$ cat src/rtl/snake_pkg.sv
// Shared constants, state encoding and direction helpers for the snake sequencer.
package snake_pkg;

    localparam int unsigned CODE_W       = 8;
    localparam int unsigned TICK_DIV_DEF = 1666667;
    // Tick counter width; sized for the 60 Hz default and any smaller divider.
    localparam int unsigned CNT_W        = $clog2(TICK_DIV_DEF);

    localparam logic [CODE_W-1:0] KEY_S   = 8'h1B;
    localparam logic [CODE_W-1:0] KEY_P   = 8'h4D;
    localparam logic [CODE_W-1:0] KEY_R   = 8'h2D;
    localparam logic [CODE_W-1:0] KEY_ESC = 8'h76;
    localparam logic [CODE_W-1:0] KEY_UP  = 8'h75;
    localparam logic [CODE_W-1:0] KEY_DN  = 8'h72;
    localparam logic [CODE_W-1:0] KEY_LF  = 8'h6B;
    localparam logic [CODE_W-1:0] KEY_RT  = 8'h74;

    typedef enum logic [1:0] {
        ST_IDLE  = 2'd0,
        ST_RUN   = 2'd1,
        ST_PAUSE = 2'd2,
        ST_OVER  = 2'd3
    } game_state_e;

    function automatic logic is_opposite(input logic [CODE_W-1:0] a, input logic [CODE_W-1:0] b);
        return ((a == KEY_UP) && (b == KEY_DN)) || ((a == KEY_DN) && (b == KEY_UP)) ||
               ((a == KEY_LF) && (b == KEY_RT)) || ((a == KEY_RT) && (b == KEY_LF));
    endfunction

    function automatic logic is_arrow(input logic [CODE_W-1:0] c);
        return (c == KEY_UP) || (c == KEY_DN) || (c == KEY_LF) || (c == KEY_RT);
    endfunction

endpackage

$ cat src/rtl/snake_dir_fifo.sv
// Small direction queue; silently drops duplicates, reversals and pushes when full.
module snake_dir_fifo
    import snake_pkg::*;
#(
    parameter int unsigned Q_DEPTH = 2
) (
    input  logic              i_clk,
    input  logic              i_rst,
    input  logic              i_flush,
    input  logic              i_push_req,
    input  logic [CODE_W-1:0] i_code,
    input  logic              i_pop,
    input  logic [CODE_W-1:0] i_dir_cur,
    output logic [CODE_W-1:0] o_head,
    output logic [CODE_W-1:0] o_tail,
    output logic              o_empty,
    output logic              o_full
);

    localparam int unsigned AW = (Q_DEPTH > 1) ? $clog2(Q_DEPTH) : 1;
    localparam int unsigned CW = AW + 1;

    logic [CODE_W-1:0] r_mem [Q_DEPTH];
    logic [AW-1:0]     r_wr;
    logic [AW-1:0]     r_rd;
    logic [CW-1:0]     r_cnt;
    logic [CODE_W-1:0] w_ref;
    logic              w_push;
    logic              w_pop;

    assign o_empty = (r_cnt == '0);
    assign o_full  = (r_cnt == CW'(Q_DEPTH));
    assign o_head  = r_mem[r_rd];
    assign o_tail  = r_mem[r_wr - AW'(1)];

    // New heading is judged against the last queued move, or the live heading if none.
    assign w_ref  = o_empty ? i_dir_cur : o_tail;
    assign w_push = i_push_req && !o_full && (i_code != w_ref) && !is_opposite(i_code, w_ref);
    assign w_pop  = i_pop && !o_empty;

    always_ff @(posedge i_clk) begin
        if (i_rst || i_flush) begin
            r_wr  <= '0;
            r_rd  <= '0;
            r_cnt <= '0;
        end else begin
            if (w_push) r_wr <= r_wr + AW'(1);
            if (w_pop)  r_rd <= r_rd + AW'(1);
            r_cnt <= r_cnt + CW'(w_push) - CW'(w_pop);
        end
    end

    always_ff @(posedge i_clk) begin
        if (w_push) r_mem[r_wr] <= i_code;
    end

endmodule

$ cat src/rtl/snake_game_sched.sv
// Game FSM, movement tick and key decode for the snake datapath.
// Define SNAKE_SCHED_SPEEDUP_EN to shorten the step period on every grow pulse.
module snake_game_sched
    import snake_pkg::*;
#(
    parameter int unsigned TICK_DIV = 1666667,
    parameter int unsigned Q_DEPTH  = 2,
    parameter int unsigned TICK_DEC = 50000,
    parameter int unsigned TICK_MIN = 416667
) (
    input  logic              clk100Mhz,
    input  logic              rst,
    input  logic [CODE_W-1:0] key_code,
    input  logic              key_valid,
    input  logic              game_over,
    input  logic              grow,
    output logic [1:0]        game_state,
    output logic              step_en,
    output logic [CODE_W-1:0] dir,
    output logic              init_pulse
);

    game_state_e       r_state;
    game_state_e       w_state_nxt;
    logic [CNT_W-1:0]  r_cnt;
    logic              r_step;
    logic              r_init;
    logic [CODE_W-1:0] r_dir;

    logic              w_key_esc;
    logic              w_key_s;
    logic              w_key_p;
    logic              w_key_r;
    logic              w_key_arrow;
    logic              w_start;
    logic              w_adv;
    logic              w_flush;
    logic              w_step;
    logic              w_tc;
    logic [CNT_W-1:0]  w_last;
    logic [CODE_W-1:0] w_q_head;
    logic              w_q_empty;
    logic [CODE_W-1:0] w_q_tail_unused;
    logic              w_q_full_unused;

    assign w_key_esc   = key_valid && (key_code == KEY_ESC);
    assign w_key_s     = key_valid && (key_code == KEY_S);
    assign w_key_p     = key_valid && (key_code == KEY_P);
    assign w_key_r     = key_valid && (key_code == KEY_R);
    assign w_key_arrow = key_valid && is_arrow(key_code);

    always_ff @(posedge clk100Mhz) begin
        if (rst) r_state <= ST_IDLE;
        else     r_state <= w_state_nxt;
    end

    always_comb begin
        w_state_nxt = r_state;
        if (w_key_esc) begin
            w_state_nxt = ST_IDLE;
        end else begin
            case (r_state)
                ST_IDLE:  if (w_key_s) w_state_nxt = ST_RUN;
                ST_RUN: begin
                    if (game_over)    w_state_nxt = ST_OVER;
                    else if (w_key_p) w_state_nxt = ST_PAUSE;
                end
                ST_PAUSE: if (w_key_r) w_state_nxt = ST_RUN;
                ST_OVER:  if (w_key_s) w_state_nxt = ST_RUN;
            endcase
        end
    end

    // Datapath controls: a collision in RUN freezes the tick and kills any step.
    always_comb begin
        w_start = 1'b0;
        w_adv   = 1'b0;
        w_flush = w_key_esc;
        case (r_state)
            ST_IDLE:  w_start = w_key_s;
            ST_OVER:  w_start = w_key_s;
            ST_RUN: begin
                w_adv   = !w_key_esc && !game_over;
                w_flush = w_key_esc || game_over;
            end
            ST_PAUSE: ;
        endcase
        w_flush = w_flush || w_start;
    end

`ifdef SNAKE_SCHED_SPEEDUP_EN
    localparam logic [CNT_W-1:0] C_DIV = CNT_W'(TICK_DIV);
    localparam logic [CNT_W-1:0] C_DEC = CNT_W'(TICK_DEC);
    localparam logic [CNT_W-1:0] C_MIN = CNT_W'(TICK_MIN);

    logic [CNT_W-1:0] r_period;
    logic [CNT_W-1:0] r_period_cur;

    // r_period collects grow requests; r_period_cur only changes at a wrap.
    always_ff @(posedge clk100Mhz) begin
        if (rst || w_start) begin
            r_period     <= C_DIV;
            r_period_cur <= C_DIV;
        end else begin
            if (w_step) r_period_cur <= r_period;
            if (w_adv && grow) begin
                r_period <= ((r_period > C_MIN) && ((r_period - C_MIN) > C_DEC))
                            ? (r_period - C_DEC) : C_MIN;
            end
        end
    end

    assign w_last = r_period_cur - CNT_W'(1);
`else
    logic [1:0] w_cfg_unused;
    assign w_cfg_unused = {grow, (TICK_DEC > TICK_MIN)};
    assign w_last       = CNT_W'(TICK_DIV - 1);
`endif

    assign w_tc   = (r_cnt == w_last);
    assign w_step = w_adv && w_tc;

    snake_dir_fifo #(
        .Q_DEPTH (Q_DEPTH)
    ) u_dir_fifo (
        .i_clk      (clk100Mhz),
        .i_rst      (rst),
        .i_flush    (w_flush),
        .i_push_req (w_adv && w_key_arrow),
        .i_code     (key_code),
        .i_pop      (w_step),
        .i_dir_cur  (r_dir),
        .o_head     (w_q_head),
        .o_tail     (w_q_tail_unused),
        .o_empty    (w_q_empty),
        .o_full     (w_q_full_unused)
    );

    always_ff @(posedge clk100Mhz) begin
        if (rst) begin
            r_cnt  <= '0;
            r_step <= 1'b0;
            r_init <= 1'b0;
            r_dir  <= KEY_RT;
        end else begin
            r_step <= w_step;
            r_init <= w_start;
            if (w_key_esc || w_start) r_cnt <= '0;
            else if (w_adv)           r_cnt <= w_tc ? '0 : (r_cnt + CNT_W'(1));
            if (w_start)                   r_dir <= KEY_RT;
            else if (w_step && !w_q_empty) r_dir <= w_q_head;
        end
    end

    assign game_state = r_state;
    assign step_en    = r_step;
    assign dir        = r_dir;
    assign init_pulse = r_init;

endmodule

$ cat config.mk
export PLATFORM = sky130hd
export DESIGN_NAME = snake_game_sched
export DESIGN_NICKNAME = d
export VERILOG_FILES = /design/src/rtl/snake_pkg.sv /design/src/rtl/snake_dir_fifo.sv /design/src/rtl/snake_game_sched.sv
export SDC_FILE = /design/constraint.sdc
export NUM_CORES = 1
export LEC_CHECK = 0
export ABC_AREA = 1
export BUFFER_PORTS_ARGS = -buffer_cell sky130_fd_sc_hd__buf_2
export CORE_ASPECT_RATIO = 0.75
export CORE_MARGIN = 4
export CORE_UTILIZATION = 35
export DETAILED_ROUTE_END_ITERATION = 8
export PLACE_DENSITY = 0.56
export SYNTH_ARGS = -nofsm -noshare
export SYNTH_HDL_FRONTEND = slang
export SYNTH_SLANG_ARGS = --single-unit
$ cat constraint.sdc
create_clock -name clk100Mhz -period 2.2 [get_ports clk100Mhz]
set_input_delay 0.33 -clock clk100Mhz [delete_from_list [all_inputs] [get_ports clk100Mhz]]
set_output_delay 0.33 -clock clk100Mhz [all_outputs]
set_load 0.05 [all_outputs]
==> impl_metrics.json, run 1 <==
{
  "cts_tree": "built",
  "layout_setup_ws_ps": 30.1,
  "netlist.area_leader.share_pct": 22.4,
  "clkTransAtPathRegs_ps": 70,
  "core_sq_um": 9120,
  "grt-ovfl-total": 0,
  "synth_nets": 480,
  "setup_violations": 0,
  "num_io_pins": 25,
  "rr_startpoint": "r_cnt[5]",
  "synthArstFlopShare_pct": 0,
  "ant_nets": 0,
  "avgSynthCellArea_sq_um": 7.16,
  "arrival_ps": 2400,
  "first_iter_violations": 159,
  "grt_pass1_wl_microns": 14700,
  "diodes": 0,
  "min_to": "init_pulse",
  "p_sw_w": 0.000621,
  "outcome": "complete, no violations",
  "final_util_pct": 46.1,
  "via_count": 3222,
  "start_util_pct": 36.2,
  "critPathCaptureType": "flip-flop",
  "synth_most_common_cell": "nand2_1",
  "path_class": "reg2reg",
  "cts_buffer_depth": 2,
  "vias_per_cell": 4.84,
  "htreeDepth": 2,
  "dp_slack_ps": -42.4,
  "stdcell_count": 666,
  "synth_top_cells_by_area": "dfxtp_1 22%, nand2_1 16%, edfxtp_1 15%, inv_1 6.3%, nand3_1 5.6%",
  "combPwrFrac_pct": 16.3,
  "placed_cells": 655,
  "portBuffers": 23,
  "cts_buffers": 5,
  "drc": 0,
  "hold_start": "rst",
  "drt_wl_total_microns": 9090,
  "clk_latency_ps": 300,
  "relSlewSlack_pct": 61.3,
  "grt_max_degree": 16,
  "worst_hold_path_type": "in2reg",
  "synth_edf_count": 16,
  "worst_pin_slew_ps": 580,
  "internal-power_w": 0.00169,
  "cts_root_buf": "clkbuf_16",
  "synth.yosys.seq_area_share_pct": 37.0,
  "drive_above_1_share_pct": 29.4,
  "yosys_warnings": 0,
  "worst_path_max_delay_cell": "nor4_4",
  "dr.pass1.iters": 5,
  "ys_ff_latch": 53,
  "power_frac_seq_pct": 45.5,
  "cpPeakStageDelay_ps": 370,
  "rsz0062_at_grt": "true",
  "die_y_microns": 92.1,
  "period_minus_slack_ps": 2170,
  "p_leak_nw": 1.81,
  "max_freq_ghz": 0.461,
  "required_ps": 2430,
  "p_sw_share_pct": 26.9,
  "clkPwrFrac_pct": 38.2,
  "max_cap_violations": 0,
  "die_w_microns": 120,
  "whs_ps": 224,
  "ys_types": 44,
  "grt_usage_pct": 16.7,
  "fin_skew_ps": 8.44,
  "ys.flop_type": "dfxtp_1",
  "path_cells": "nand2_2 > nor3_2 > nand3_2 > nor4_4 > nand3_4 > inv_4 > ha_4 > inv_2 > ha_4 > xnor2_2 > or2_4 > a21oi_2",
  "dp_hpwl_microns": 7010,
  "fp-row-count": 30,
  "gp_congestion": 0.878,
  "syn-instance-count": 461,
  "ctsHoldBuffers": 0,
  "crit_path_start_kind": "flip-flop",
  "syn_to_final_growth_pct": 27.4,
  "finalCritPeriodShare_pct": 98.6,
  "antenna_found_initial": 0,
  "reg2reg_setup_slack_ps": 30,
  "synthesis.area_sq_um": 3300,
  "hold-path-cell-count": 2,
  "hold_viol_final": 0,
  "synthTopCellsByCount": "143 x nand2_1, 55 x inv_1, 39 x nor2_1",
  "wl_per_cell_microns": 13.6,
  "peakVddDrop_mv": 0.446,
  "cp_max_fo": 2,
  "ff2ff_path_depth": 12,
  "slew_viol_final": 0,
  "numClockSinks": 53,
  "die_area_sq_um": 11100,
  "grt_pass1_vias": 2957,
  "timing.rr.end": "u_dir_fifo.r_cnt[1]",
  "p_per_area_nw_per_um2": 549,
  "critPathMostFrequentCell": "ha_4",
  "yosysTopAreaCell": "dfxtp_1",
  "final_nets": 556
}
cell type report:
class / instances / area (sq um)
inverters: 68 / 273
clock buffers: 8 / 168
fillers: 924 / 4910
flip-flops and latches: 53 / 1230
repair buffers: 76 / 517
multi-input cells: 333 / 1860
well taps: 128 / 160
metrics by stage:
step / TNS, ps / power (W) / area (sq um)
floorplan: 0 / 0.00134 / 3330
global placement: -1.61 / 0.00144 / 3910
detailed placement: -42.4 / 0.00144 / 3910
CTS: 0 / 0.00234 / 4120
global route: -91.2 / 0.00241 / 4210
finish: 0 / 0.00231 / 4210
registers in the layout, indices dropped and copies added (netlist names):
register	cells
game_state	2
u_dir_fifo.r_cnt	2
u_dir_fifo.r_mem	16
dir	8
init_pulse	1
step_en	1
u_dir_fifo.r_rd	1
r_cnt	21
u_dir_fifo.r_wr	1
worst max path at each step:
stage	to	slack [ps]	start
5_1_grt	u_dir_fifo.r_cnt[1]	-90	r_cnt[6]
6_report	u_dir_fifo.r_cnt[1]	30	r_cnt[5]
3_3_place_gp	u_dir_fifo.r_cnt[1]	-2	u_dir_fifo.r_cnt[0]
2_1_floorplan	u_dir_fifo.r_cnt[1]	10	game_state[1]
3_5_place_dp	u_dir_fifo.r_cnt[1]	-40	u_dir_fifo.r_cnt[0]
4_1_cts	u_dir_fifo.r_cnt[1]	7	r_cnt[0]
worst max-delay path: cells and delay by family, from the launching register on:
kind	cells	cell delay, ps
AND/OR/NAND/NOR	6	1110
flip-flops	1	330
adder cells (fa/ha/maj)	2	330
buffers and inverters	2	150
AO/OA/AOI/OAI	1	120
XOR/XNOR	1	70
power by group through the flow:
stage,Sequential (W),Clock [W],Combinational (W)
4_1_cts,0.00105,0.000911,0.000378
3_5_place_dp,0.00107,0,0.000371
6_report,0.00105,0.000882,0.000377
5_1_grt,0.00105,0.000948,0.000409
2_1_floorplan,0.00112,0,0.000219
3_3_place_gp,0.00107,0,0.000364
layer usage:
layer  wire length, microns  vias to the layer above  share of wire, %  global-route usage (%)
met2                   3590                       88                39                    23.2
li1                       -                     1656                 -                       -
met5                      0                        -                 0                       0
met4                     59                        0              0.65                    3.05
met3                    453                        7               5.0                    3.08
met1                   4990                     1471                55                    26.4
cell usage in the layout, fill, tap and decap left out, types with 3 or more instances in the layout:
cell	Yosys	final
nand2_1	143	140
buf_4	1	52
inv_1	55	51
nor2_1	39	37
nand3_1	37	34
dfxtp_1	37	31
buf_2	1	23
a21oi_1	23	22
edfxtp_1	16	16
nand4_1	12	12
inv_2	11	12
nand2_2	7	9
o21ai_0	8	8
mux2_2	8	8
nand3_2	4	6
clkbuf_16	0	6
nor2_4	4	5
o211ai_1	5	5
nor3_1	5	5
o21ai_1	5	5
nand2_4	3	4
nor4_1	4	4
ha_4	0	4
dfxtp_2	0	4
inv_4	1	3
a21oi_2	2	3
cell families (layout without fill, tap and decap cells):
| logic type | after synthesis | in the layout | share of synthesized area [%] |
|---|---|---|---|
| AOI/OAI and AO/OA | 47 | 47 | 8.38 |
| muxes | 8 | 8 | 2.73 |
| xor gates and xnor gates | 1 | 1 | 0.265 |
| adders and majority gates | 6 | 6 | 2.27 |
| buffers and inverters | 75 | 152 | 10.1 |
| and+or+nand+nor | 271 | 271 | 39.3 |
| DFF | 53 | 53 | 37.0 |
repair_timing:
item / in CTS / in global routing
buffers inserted: 2 / 1
cloned: 0 / 0
endpoints found under the setup margin: 1 / 18
pin swaps: 3 / 11
gates resized for setup: 8 / 20
(Power assumes the default switching activity.)
==> inputs of run 2 (changes only) <==
--- a/config.mk
+++ b/config.mk
@@ -7,11 +7,11 @@
 export LEC_CHECK = 0
 export ABC_AREA = 1
 export BUFFER_PORTS_ARGS = -buffer_cell sky130_fd_sc_hd__buf_2
-export CORE_ASPECT_RATIO = 0.75
 export CORE_MARGIN = 4
 export CORE_UTILIZATION = 35
 export DETAILED_ROUTE_END_ITERATION = 8
 export PLACE_DENSITY = 0.56
+export SETUP_SLACK_MARGIN = 0.3
 export SYNTH_ARGS = -nofsm -noshare
 export SYNTH_HDL_FRONTEND = slang
 export SYNTH_SLANG_ARGS = --single-unit
==> impl_metrics.json, run 2 (synthesized netlist as in run 1, its figures left out) <==
{
  "outcome": "complete, no violations",
  "p_leak_nw": 1.77,
  "dr.pass1.iters": 5,
  "fin_area_sq_um": 4220,
  "layout_setup_ws_ps": 87.6,
  "cpPeakStageDelay_ps": 330,
  "setup_violations": 0,
  "finalCritPeriodShare_pct": 96.0,
  "clk_latency_ps": 310,
  "ff2ff_path_depth": 15,
  "path_cells": "inv_2 > nand2_4 > buf_6 > nand2_2 > nand2_2 > nor2_2 > nand2_1 > nor2_1 > nand3_2 > nand3_2 > inv_1 > ha_4 > xnor2_2 > or2_4 > a21oi_2",
  "hold_viol_final": 0,
  "worst_path_max_delay_cell": "dfxtp_2",
  "arrival_ps": 2360,
  "placedInstanceArea_sq_um": 3790,
  "placed_cells": 618,
  "reg2reg_setup_slack_ps": 90,
  "cts_root_buf": "clkbuf_8",
  "antenna_found_initial": 0,
  "worst_pin_slew_ps": 516,
  "cts_tree": "built",
  "diodes": 0,
  "path_class": "reg2reg",
  "hold-path-cell-count": 2,
  "largest_register_ffs": 21,
  "grt_usage_pct": 15.3,
  "critPathCaptureType": "flip-flop",
  "first_iter_violations": 146,
  "crit_path_start_kind": "flip-flop",
  "final_nets": 549,
  "via_count": 3145,
  "whs_ps": 195,
  "min_to": "init_pulse",
  "cts_buffer_depth": 2,
  "rsz0062_at_grt": "true",
  "rr_startpoint": "u_dir_fifo.r_cnt[0]",
  "fp-row-count": 35,
  "startpoint": "u_dir_fifo.r_cnt[0]",
  "gp_congestion": 0.896,
  "grt_max_degree": 16,
  "syn_to_final_growth_pct": 27.8,
  "portBuffers": 23,
  "vias_per_cell": 4.90,
  "p_per_area_nw_per_um2": 496,
  "final_cell_mix": "130 x nand2_1, 46 x inv_1, 35 x nor2_1",
  "drt_wl_total_microns": 8540,
  "required_ps": 2450,
  "max_freq_ghz": 0.473,
  "cp_max_fo": 6,
  "peakVddDrop_mv": 0.247,
  "timing.rr.end": "u_dir_fifo.r_cnt[1]",
  "dp_slack_ps": 37.9,
  "period_minus_slack_ps": 2110,
  "wl_per_cell_microns": 13.3,
  "num_io_pins": 25,
  "worst_hold_path_type": "in2reg",
  "dp_hpwl_microns": 6480,
  "cts_buffers": 5,
  "ant_nets": 0,
  "drc": 0,
  "die_y_microns": 105,
  "drive_above_1_share_pct": 32.8,
  "max_cap_violations": 0,
  "die_w_microns": 105,
  "grt-ovfl-total": 0,
  "start_util_pct": 35.9,
  "relSlewSlack_pct": 65.3,
  "grt_pass1_vias": 2927,
  "largest_register": "r_cnt",
  "htreeDepth": 2,
  "hold_start": "rst",
  "layout_commonest_cell": "nand2_1",
  "grt_pass1_wl_microns": 13600,
  "numClockSinks": 53,
  "stdcell_count": 642,
  "finalPower_w": 0.00209,
  "fin_skew_ps": 17.3,
  "core_sq_um": 9200,
  "die_area_sq_um": 11000,
  "slew_viol_final": 0,
  "clkTransAtPathRegs_ps": 100
}
## run 2: cell types whose count changed in the layout (fill, tap and decap cells not counted), sizes merged
cell | previous run | this run
buf | 76 | 68
clkbuf | 8 | 9
## run 2: metrics by stage
step	TNS, ps	utilization, %
3_3_place_gp	0	41.2
6_report	0	45.9
2_1_floorplan	0	-
5_1_grt	-58.9	45.9
3_5_place_dp	0	41.2
4_1_cts	0	43.2
## run 2: routing by layer
| layer | up-vias | global-route usage [%] | share of wire, % |
|---|---|---|---|
| li1 | 1632 | - | - |
| met1 | 1448 | 18.8 | 45 |
| met2 | 57 | 27.7 | 51 |
| met3 | 8 | 2.59 | 3.4 |
| met4 | 0 | 3.47 | 1.0 |
| met5 | - | 0 | 0 |
## run 2: worst max path at each step
stage	end	slack, ps	depth (start not counted)
6_report	u_dir_fifo.r_cnt[1]	90	15
5_1_grt	u_dir_fifo.r_cnt[1]	-60	15
4_1_cts	u_dir_fifo.r_cnt[1]	80	12
3_5_place_dp	u_dir_fifo.r_cnt[1]	40	16
3_3_place_gp	u_dir_fifo.r_cnt[1]	60	16
2_1_floorplan	u_dir_fifo.r_cnt[1]	120	15
## run 2: power by group
| group | internal [W] | switching [W] | leakage [nW] | total [W] |
|---|---|---|---|---|
| Sequential | 0.00103 | 0.0000207 | 0.448 | 0.00105 |
| Combinational | 0.000140 | 0.000246 | 1.26 | 0.000386 |
| Clock | 0.000326 | 0.000331 | 0.0566 | 0.000658 |
## run 2: what timing repair did
item	CTS	global route
endpoints found under the setup margin	18	32
pin swaps	9	11
resized for setup	11	51
hold buffers	0	0
gates cloned	0	1
setup buffers	6	9
## run 2: final cells by class
class	count	area, sq um
Clock buffer	8	111
Multi-Input combinational cell	333	1910
Inverter	68	283
Fill cell	940	4980
Tap cell	111	139
Timing Repair Buffer	69	531
Sequential cell	53	1240
## run 2: worst max-delay path: cells and delay by family (launching register included)
family	cells	cell delay [ps]
AND/OR/NAND/NOR	9	1050
flip-flops	1	330
buffers and inverters	3	300
adder cells (fa/ha/maj)	1	160
XOR/XNOR	1	130
AO/OA/AOI/OAI	1	100
